<file path="src/rtl/id_ex_stage_if.sv">
// Bundle of the ID/EX stage signals. The slave modport is the stage itself.
// The master modport is the surrounding pipeline that drives it.
interface id_ex_stage_if #(
  parameter int DATA_W = 32,
  parameter int REG_AW = 5
);
  logic              stall;
  logic              flush;
  logic              id_valid;
  logic [REG_AW-1:0] id_rs_addr;
  logic [REG_AW-1:0] id_rt_addr;
  logic              id_uses_rt;
  logic [REG_AW-1:0] id_dest_addr;
  logic [DATA_W-1:0] id_rs_data;
  logic [DATA_W-1:0] id_rt_data;
  logic [DATA_W-1:0] id_imm;
  logic [2:0]        id_alu_sel;
  logic              id_alu_src;
  logic              id_reg_write;
  logic              id_mem_read;
  logic              id_mem_write;
  logic              exm_reg_write;
  logic [REG_AW-1:0] exm_dest_addr;
  logic [DATA_W-1:0] exm_result;
  logic              wb_reg_write;
  logic [REG_AW-1:0] wb_dest_addr;
  logic [DATA_W-1:0] wb_result;
  logic              ex_valid;
  logic [DATA_W-1:0] ex_alu_a;
  logic [DATA_W-1:0] ex_alu_b;
  logic [2:0]        ex_alu_sel;
  logic [DATA_W-1:0] ex_store_data;
  logic [REG_AW-1:0] ex_dest_addr;
  logic              ex_reg_write;
  logic              ex_mem_read;
  logic              ex_mem_write;
  logic              load_use_stall;

  modport master (
    output stall, flush, id_valid, id_rs_addr, id_rt_addr, id_uses_rt,
           id_dest_addr, id_rs_data, id_rt_data, id_imm, id_alu_sel,
           id_alu_src, id_reg_write, id_mem_read, id_mem_write,
           exm_reg_write, exm_dest_addr, exm_result,
           wb_reg_write, wb_dest_addr, wb_result,
    input  ex_valid, ex_alu_a, ex_alu_b, ex_alu_sel, ex_store_data,
           ex_dest_addr, ex_reg_write, ex_mem_read, ex_mem_write,
           load_use_stall
  );

  modport slave (
    input  stall, flush, id_valid, id_rs_addr, id_rt_addr, id_uses_rt,
           id_dest_addr, id_rs_data, id_rt_data, id_imm, id_alu_sel,
           id_alu_src, id_reg_write, id_mem_read, id_mem_write,
           exm_reg_write, exm_dest_addr, exm_result,
           wb_reg_write, wb_dest_addr, wb_result,
    output ex_valid, ex_alu_a, ex_alu_b, ex_alu_sel, ex_store_data,
           ex_dest_addr, ex_reg_write, ex_mem_read, ex_mem_write,
           load_use_stall
  );
endinterface

</file>
<file path="src/rtl/id_ex_stage.sv">
// MIPS32 ID/EX pipeline register with EX operand forwarding and load-use bubbles.
// Priority on each edge: reset, flush, stall (hold + operand refresh), load-use bubble, capture.
module id_ex_stage #(
  parameter int DATA_W = 32,
  parameter int REG_AW = 5
) (
  input logic          clk,
  input logic          rst,
  id_ex_stage_if.slave bus
);

  logic              r_valid;
  logic [REG_AW-1:0] r_rs_addr;
  logic [REG_AW-1:0] r_rt_addr;
  logic [REG_AW-1:0] r_dest_addr;
  logic [DATA_W-1:0] r_rs_data;
  logic [DATA_W-1:0] r_rt_data;
  logic [DATA_W-1:0] r_imm;
  logic [2:0]        r_alu_sel;
  logic              r_alu_src;
  logic              r_reg_write;
  logic              r_mem_read;
  logic              r_mem_write;

  logic [DATA_W-1:0] w_fwd_rs;
  logic [DATA_W-1:0] w_fwd_rt;
  logic [DATA_W-1:0] w_cap_rs;
  logic [DATA_W-1:0] w_cap_rt;
  logic              w_hazard_match;
  logic              w_load_use;

  // Register 0 is hardwired, so it never takes a forwarded value.
  always_comb begin
    w_fwd_rs = r_rs_data;
    if (r_rs_addr != '0) begin
      if (bus.exm_reg_write && (bus.exm_dest_addr == r_rs_addr))
        w_fwd_rs = bus.exm_result;
      else if (bus.wb_reg_write && (bus.wb_dest_addr == r_rs_addr))
        w_fwd_rs = bus.wb_result;
    end
  end

  always_comb begin
    w_fwd_rt = r_rt_data;
    if (r_rt_addr != '0) begin
      if (bus.exm_reg_write && (bus.exm_dest_addr == r_rt_addr))
        w_fwd_rt = bus.exm_result;
      else if (bus.wb_reg_write && (bus.wb_dest_addr == r_rt_addr))
        w_fwd_rt = bus.wb_result;
    end
  end

  // Writeback in the same cycle as decode has not reached the register file yet.
  always_comb begin
    w_cap_rs = bus.id_rs_data;
    w_cap_rt = bus.id_rt_data;
    if (bus.wb_reg_write && (bus.wb_dest_addr != '0)) begin
      if (bus.wb_dest_addr == bus.id_rs_addr)
        w_cap_rs = bus.wb_result;
      if (bus.wb_dest_addr == bus.id_rt_addr)
        w_cap_rt = bus.wb_result;
    end
  end

  assign w_hazard_match = (r_dest_addr == bus.id_rs_addr) ||
                          (bus.id_uses_rt && (r_dest_addr == bus.id_rt_addr));

  assign w_load_use = r_valid && r_mem_read && (r_dest_addr != '0) &&
                      bus.id_valid && w_hazard_match && !bus.flush;

  always_ff @(posedge clk) begin
    if (rst) begin
      r_valid     <= 1'b0;
      r_rs_addr   <= '0;
      r_rt_addr   <= '0;
      r_dest_addr <= '0;
      r_rs_data   <= '0;
      r_rt_data   <= '0;
      r_imm       <= '0;
      r_alu_sel   <= 3'b000;
      r_alu_src   <= 1'b0;
      r_reg_write <= 1'b0;
      r_mem_read  <= 1'b0;
      r_mem_write <= 1'b0;
    end else if (bus.flush || (!bus.stall && w_load_use)) begin
      r_valid     <= 1'b0;
      r_rs_addr   <= '0;
      r_rt_addr   <= '0;
      r_dest_addr <= '0;
      r_rs_data   <= '0;
      r_rt_data   <= '0;
      r_imm       <= '0;
      r_alu_sel   <= 3'b000;
      r_alu_src   <= 1'b0;
      r_reg_write <= 1'b0;
      r_mem_read  <= 1'b0;
      r_mem_write <= 1'b0;
    end else if (bus.stall) begin
      // Keep the producer's value even after it retires past WB.
      r_rs_data <= w_fwd_rs;
      r_rt_data <= w_fwd_rt;
    end else begin
      r_valid     <= bus.id_valid;
      r_rs_addr   <= bus.id_rs_addr;
      r_rt_addr   <= bus.id_rt_addr;
      r_dest_addr <= bus.id_dest_addr;
      r_rs_data   <= w_cap_rs;
      r_rt_data   <= w_cap_rt;
      r_imm       <= bus.id_imm;
      r_alu_sel   <= bus.id_alu_sel;
      r_alu_src   <= bus.id_alu_src;
      r_reg_write <= bus.id_valid & bus.id_reg_write;
      r_mem_read  <= bus.id_valid & bus.id_mem_read;
      r_mem_write <= bus.id_valid & bus.id_mem_write;
    end
  end

  assign bus.ex_valid       = r_valid;
  assign bus.ex_alu_a       = w_fwd_rs;
  assign bus.ex_alu_b       = r_alu_src ? r_imm : w_fwd_rt;
  assign bus.ex_alu_sel     = r_alu_sel;
  assign bus.ex_store_data  = w_fwd_rt;
  assign bus.ex_dest_addr   = r_dest_addr;
  assign bus.ex_reg_write   = r_valid & r_reg_write;
  assign bus.ex_mem_read    = r_valid & r_mem_read;
  assign bus.ex_mem_write   = r_valid & r_mem_write;
  assign bus.load_use_stall = w_load_use;

endmodule

</file>
<file path="src/flat_wrapper.sv">
// flat-port wrapper written by rule: the top's interface ports become plain ports
module id_ex_stage_flat 
#(
  parameter int DATA_W = 32,
  parameter int REG_AW = 5
)
  (clk, rst, bus_stall, bus_flush, bus_id_valid, bus_id_rs_addr, bus_id_rt_addr, bus_id_uses_rt, bus_id_dest_addr, bus_id_rs_data, bus_id_rt_data, bus_id_imm, bus_id_alu_sel, bus_id_alu_src, bus_id_reg_write, bus_id_mem_read, bus_id_mem_write, bus_exm_reg_write, bus_exm_dest_addr, bus_exm_result, bus_wb_reg_write, bus_wb_dest_addr, bus_wb_result, bus_ex_valid, bus_ex_alu_a, bus_ex_alu_b, bus_ex_alu_sel, bus_ex_store_data, bus_ex_dest_addr, bus_ex_reg_write, bus_ex_mem_read, bus_ex_mem_write, bus_load_use_stall);
  id_ex_stage_if #(.DATA_W(DATA_W), .REG_AW(REG_AW)) bus_i ();
  input logic clk;
  input logic rst;
  input wire logic [$bits(bus_i.stall)-1:0] bus_stall;
  input wire logic [$bits(bus_i.flush)-1:0] bus_flush;
  input wire logic [$bits(bus_i.id_valid)-1:0] bus_id_valid;
  input wire logic [$bits(bus_i.id_rs_addr)-1:0] bus_id_rs_addr;
  input wire logic [$bits(bus_i.id_rt_addr)-1:0] bus_id_rt_addr;
  input wire logic [$bits(bus_i.id_uses_rt)-1:0] bus_id_uses_rt;
  input wire logic [$bits(bus_i.id_dest_addr)-1:0] bus_id_dest_addr;
  input wire logic [$bits(bus_i.id_rs_data)-1:0] bus_id_rs_data;
  input wire logic [$bits(bus_i.id_rt_data)-1:0] bus_id_rt_data;
  input wire logic [$bits(bus_i.id_imm)-1:0] bus_id_imm;
  input wire logic [$bits(bus_i.id_alu_sel)-1:0] bus_id_alu_sel;
  input wire logic [$bits(bus_i.id_alu_src)-1:0] bus_id_alu_src;
  input wire logic [$bits(bus_i.id_reg_write)-1:0] bus_id_reg_write;
  input wire logic [$bits(bus_i.id_mem_read)-1:0] bus_id_mem_read;
  input wire logic [$bits(bus_i.id_mem_write)-1:0] bus_id_mem_write;
  input wire logic [$bits(bus_i.exm_reg_write)-1:0] bus_exm_reg_write;
  input wire logic [$bits(bus_i.exm_dest_addr)-1:0] bus_exm_dest_addr;
  input wire logic [$bits(bus_i.exm_result)-1:0] bus_exm_result;
  input wire logic [$bits(bus_i.wb_reg_write)-1:0] bus_wb_reg_write;
  input wire logic [$bits(bus_i.wb_dest_addr)-1:0] bus_wb_dest_addr;
  input wire logic [$bits(bus_i.wb_result)-1:0] bus_wb_result;
  output wire logic [$bits(bus_i.ex_valid)-1:0] bus_ex_valid;
  output wire logic [$bits(bus_i.ex_alu_a)-1:0] bus_ex_alu_a;
  output wire logic [$bits(bus_i.ex_alu_b)-1:0] bus_ex_alu_b;
  output wire logic [$bits(bus_i.ex_alu_sel)-1:0] bus_ex_alu_sel;
  output wire logic [$bits(bus_i.ex_store_data)-1:0] bus_ex_store_data;
  output wire logic [$bits(bus_i.ex_dest_addr)-1:0] bus_ex_dest_addr;
  output wire logic [$bits(bus_i.ex_reg_write)-1:0] bus_ex_reg_write;
  output wire logic [$bits(bus_i.ex_mem_read)-1:0] bus_ex_mem_read;
  output wire logic [$bits(bus_i.ex_mem_write)-1:0] bus_ex_mem_write;
  output wire logic [$bits(bus_i.load_use_stall)-1:0] bus_load_use_stall;
  assign bus_i.stall = bus_stall;
  assign bus_i.flush = bus_flush;
  assign bus_i.id_valid = bus_id_valid;
  assign bus_i.id_rs_addr = bus_id_rs_addr;
  assign bus_i.id_rt_addr = bus_id_rt_addr;
  assign bus_i.id_uses_rt = bus_id_uses_rt;
  assign bus_i.id_dest_addr = bus_id_dest_addr;
  assign bus_i.id_rs_data = bus_id_rs_data;
  assign bus_i.id_rt_data = bus_id_rt_data;
  assign bus_i.id_imm = bus_id_imm;
  assign bus_i.id_alu_sel = bus_id_alu_sel;
  assign bus_i.id_alu_src = bus_id_alu_src;
  assign bus_i.id_reg_write = bus_id_reg_write;
  assign bus_i.id_mem_read = bus_id_mem_read;
  assign bus_i.id_mem_write = bus_id_mem_write;
  assign bus_i.exm_reg_write = bus_exm_reg_write;
  assign bus_i.exm_dest_addr = bus_exm_dest_addr;
  assign bus_i.exm_result = bus_exm_result;
  assign bus_i.wb_reg_write = bus_wb_reg_write;
  assign bus_i.wb_dest_addr = bus_wb_dest_addr;
  assign bus_i.wb_result = bus_wb_result;
  assign bus_ex_valid = bus_i.ex_valid;
  assign bus_ex_alu_a = bus_i.ex_alu_a;
  assign bus_ex_alu_b = bus_i.ex_alu_b;
  assign bus_ex_alu_sel = bus_i.ex_alu_sel;
  assign bus_ex_store_data = bus_i.ex_store_data;
  assign bus_ex_dest_addr = bus_i.ex_dest_addr;
  assign bus_ex_reg_write = bus_i.ex_reg_write;
  assign bus_ex_mem_read = bus_i.ex_mem_read;
  assign bus_ex_mem_write = bus_i.ex_mem_write;
  assign bus_load_use_stall = bus_i.load_use_stall;
  id_ex_stage #(.DATA_W(DATA_W), .REG_AW(REG_AW)) u_core (.clk(clk), .rst(rst), .bus(bus_i));
endmodule
</file>
<file path="config.mk">
export PLATFORM = sky130hd
export DESIGN_NAME = id_ex_stage_flat
export DESIGN_NICKNAME = d
export VERILOG_FILES = /design/src/rtl/id_ex_stage_if.sv /design/src/rtl/id_ex_stage.sv /design/src/flat_wrapper.sv
export SDC_FILE = /design/constraint.sdc
export NUM_CORES = 1
export LEC_CHECK = 0
export BUFFER_PORTS_ARGS = -buffer_cell sky130_fd_sc_hd__buf_2
export CORE_MARGIN = 2
export CORE_UTILIZATION = 40
export CTS_CLUSTER_DIAMETER = 40
export DETAILED_ROUTE_END_ITERATION = 7
export HOLD_SLACK_MARGIN = 0.08
export PLACE_DENSITY = 0.68
export SLEW_MARGIN = 20
export SYNTH_ARGS = -nofsm -noshare
export SYNTH_HDL_FRONTEND = slang
export SYNTH_SLANG_ARGS = --single-unit
</file>
<file path="constraint.sdc">
create_clock -name clk -period 2.6 [get_ports clk]
set_input_delay 0.26 -clock clk [delete_from_list [all_inputs] [get_ports clk]]
set_output_delay 0.26 -clock clk [all_outputs]
set_load 0.01 [all_outputs]
</file>
==> flow_summary.ini <==
[routing]
antenna_left = 0
wire_per_inst_um = 22.2
remaining_drc_errors = 0
via_per_inst = 6.11
drt-total-wl_mm = 34.6
dr.pass1.iters = 6
drt_iter0_markers = 858
via_count = 9538

[floorplan]
die_w_um = 143
core_mm2 = 0.0189
start_util = 0.410
dieArea_mm2 = 0.0205
rows = 50
pin_count = 309
die_h_um = 143

[critical_path]
critPathCaptureType = output port
cp-start-kind = flip-flop
worst-endpoint-arrival_ns = 2.37
timing.rr.start = u_core.bus.ex_dest_addr[0]
cp_data_required_time_ns = 2.34
reg2regPathDepth = 5
startpoint = u_core.r_rt_addr[4]
r2r_slack_ns = 0.22
r2r_end = u_core.r_rt_data[10]
crit_fanout = 20
path_class = reg -> out

[global_route]
groute.usage.overall = 0.317
grt_max_degree = 184
grt_pass1_wl_mm = 50.4
overflow = 0
antenna_found_initial = 5
grt_pass1_vias = 9085

[yosys]
ys_seq_area_frac = 0.307
yosys_warnings = 0
synthesis.area_mm2 = 0.00775
synth-edff-count = 0
synthArstFlopShare = 0
yosys.cell_types.count = 37
synth_cells = 966
avgSynthCellArea_um2 = 8.03
synth_nets = 1166
synth_flop_cell = dfxtp_1
synth_seq_cells = 119

[cells_and_area]
nets = 1483
num-fill-cells = 1715
fin_cells = 1561
drive_gt1_frac = 0.409
synthToLayoutAreaGrowth_pct = 47.6

[power]
peakVddDrop_mv = 0.449
p_per_area_mw_per_mm2 = 485
p_total_mw = 5.55
leakage_nw = 5.27

[clocking]
numCtsBuffers = 17
root_buffer = clkbuf_16
cts.sinks = 119
clk_latency_ns = 0.42
cts_tree = yes
clk_path_buf_depth = 2
cts.clk_slew.worst_paths_ns = 0.06
cts_htree_levels = 4

[timing]
clock_skew_ns = 0.00918
slew_headroom = 0.280
fin_crit_ns = 2.63
setup_ws_ns = -0.0306
fin_setup_tns_ns = -0.0807
maxSlewViolCount = 0
hold_violations = 0
worst_slew_pin_slew_ns = 1.08
max_freq_mhz = 380
rsz0062_at_grt = yes
finalCritPeriodShare = 1.01
setup_viol_count_final = 4

[place]
hpwlAfterDp_mm = 21.9
gp_congestion = 0.921
place_inst = 1469
io_buffer_count = 308

[worst_hold_path]
whs_path_depth = 3
hold_path.class = in -> reg
worstHoldEndpoint = u_core.r_imm[1]
min_from = bus_id_imm[1]

[outcome]
violations = negative setup slack
status = finished, violations left

[job]
drv_cap = 0
stage by stage:
step / util / hold slack [ns] / setup slack [ns] / instance area, µm²
3_3_place_gp: 0.510 / 0.474 / -0.0629 / 9640
2_1_floorplan: - / 0.404 / 0.473 / 7750
4_1_cts: 0.576 / 0.0802 / -0.0321 / 10900
5_1_grt: 0.605 / 0.107 / -0.0762 / 11400
6_report: 0.606 / 0.0876 / -0.0306 / 11400
3_5_place_dp: 0.510 / 0.485 / -0.0887 / 9640
logic make-up after synthesis:
family	count (synthesis)	share of synthesized area
simple gates	314	0.184
compound gates	299	0.319
flops	119	0.307
buf+inv	143	0.0786
mux	51	0.0658
xor+xnor	40	0.0452
routing by layer:
metal	GRT usage	share of wire
met1	0.383	0.38
met2	0.516	0.46
met3	0.0885	0.11
met4	0.159	0.043
met5	0	0.00078
timing repair:
action,in CTS,in global routing
cloned,1,4
pin swaps,12,24
endpoints found under the hold margin,33,0
hold buffers,33,0
resized for setup,47,57
buffers inserted,5,13
setup endpoints to repair,92,90
layout by cell type (no fill, tap or decap), types with 4 or more instances in the layout:
| cell type | n |
|---|---|
| buf_2 | 307 |
| dfxtp_1 | 113 |
| nor2_1 | 87 |
| nand2_1 | 69 |
| nand3_1 | 65 |
| a21oi_1 | 65 |
| nor3_1 | 64 |
| a211oi_1 | 64 |
| mux2i_1 | 51 |
| a32oi_2 | 48 |
| buf_4 | 44 |
| a311oi_2 | 42 |
| dlygate4sd3_1 | 33 |
| xnor2_1 | 32 |
| inv_1 | 32 |
| a31oi_1 | 29 |
| a311oi_1 | 22 |
| clkbuf_16 | 20 |
| buf_12 | 12 |
| a32oi_1 | 9 |
| xor2_1 | 8 |
| a32oi_4 | 7 |
| buf_6 | 7 |
| diode_2 | 6 |
| nand4_1 | 5 |
| and2_1 | 4 |
| clkinvlp_4 | 4 |
| clkinv_4 | 4 |
| dfxtp_4 | 4 |
synth_stat cells (2+ instances only):
cell type | instances | area (µm²)
nand2_1 | 70 | 263
nor3_2 | 2 | 20.0
dfxtp_1 | 119 | 2380
a21oi_1 | 65 | 325
mux2i_1 | 51 | 510
nand4_1 | 5 | 31.3
a31oi_1 | 32 | 200
a311oi_2 | 42 | 631
a211oi_1 | 66 | 495
or2_1 | 2 | 12.5
o211ai_2 | 2 | 25.0
xor2_1 | 8 | 70.1
a32oi_1 | 64 | 561
inv_1 | 32 | 120
buf_6 | 2 | 22.5
a22oi_1 | 3 | 22.5
or3b_1 | 2 | 17.5
and2_1 | 7 | 43.8
xnor2_1 | 32 | 280
nor3_1 | 64 | 320
buf_4 | 6 | 45.0
nor4_1 | 2 | 12.5
buf_2 | 27 | 135
nor2_1 | 89 | 334
clkbuf_1 | 73 | 274
nand3_1 | 67 | 335
a311oi_1 | 22 | 193
worst max-delay path, stage by stage, from the launching register on:
cell,delay (ns)
dfxtp_4,0.37
xor2_1,0.16
nor4_1,0.27
buf_4,0.18
and2_4,0.17
buf_12,0.19
a32oi_2,0.15
a31oi_1,0.26
buf_2,0.19
power by group:
part           leakage (nW)  internal [mW]  total [mW]  switching [mW]
Clock                 0.272           1.41        2.36           0.944
Combinational          4.02          0.492        1.26           0.771
Sequential            0.976           1.89        1.93          0.0347
flip-flops by register name, summed over array words and instances, names as in the netlist:
signal / count
u_core.bus.ex_alu_sel: 3
u_core.r_rt_data: 32
u_core.bus.ex_valid: 1
u_core.bus.ex_dest_addr: 5
u_core.r_mem_read: 1
u_core.r_rs_data: 32
u_core.r_alu_src: 1
u_core.r_rt_addr: 5
u_core.r_imm: 32
u_core.r_reg_write: 1
u_core.r_rs_addr: 5
u_core.r_mem_write: 1
worst max path at each step:
stage / end / cells after the start
6_report: bus_ex_alu_b[8] / 8
5_1_grt: bus_ex_alu_b[8] / 8
4_1_cts: bus_ex_alu_b[30] / 9
3_5_place_dp: bus_ex_alu_a[17] / 9
3_3_place_gp: bus_ex_alu_a[17] / 9
2_1_floorplan: bus_ex_alu_b[21] / 7
area by class of cell:
class | instances | area (µm²) | share of cell area
Inverter | 33 | 124 | 0.0108
Tap cell | 260 | 325 | 0.0284
Sequential cell | 119 | 2400 | 0.210
Clock inverter | 14 | 153 | 0.0133
Clock buffer | 17 | 425 | 0.0372
Timing Repair Buffer | 407 | 2610 | 0.228
Antenna cell | 6 | 15.0 | 0.00131
Multi-Input combinational cell | 705 | 5400 | 0.472
Note: power is estimated with default switching activity, not from simulation.
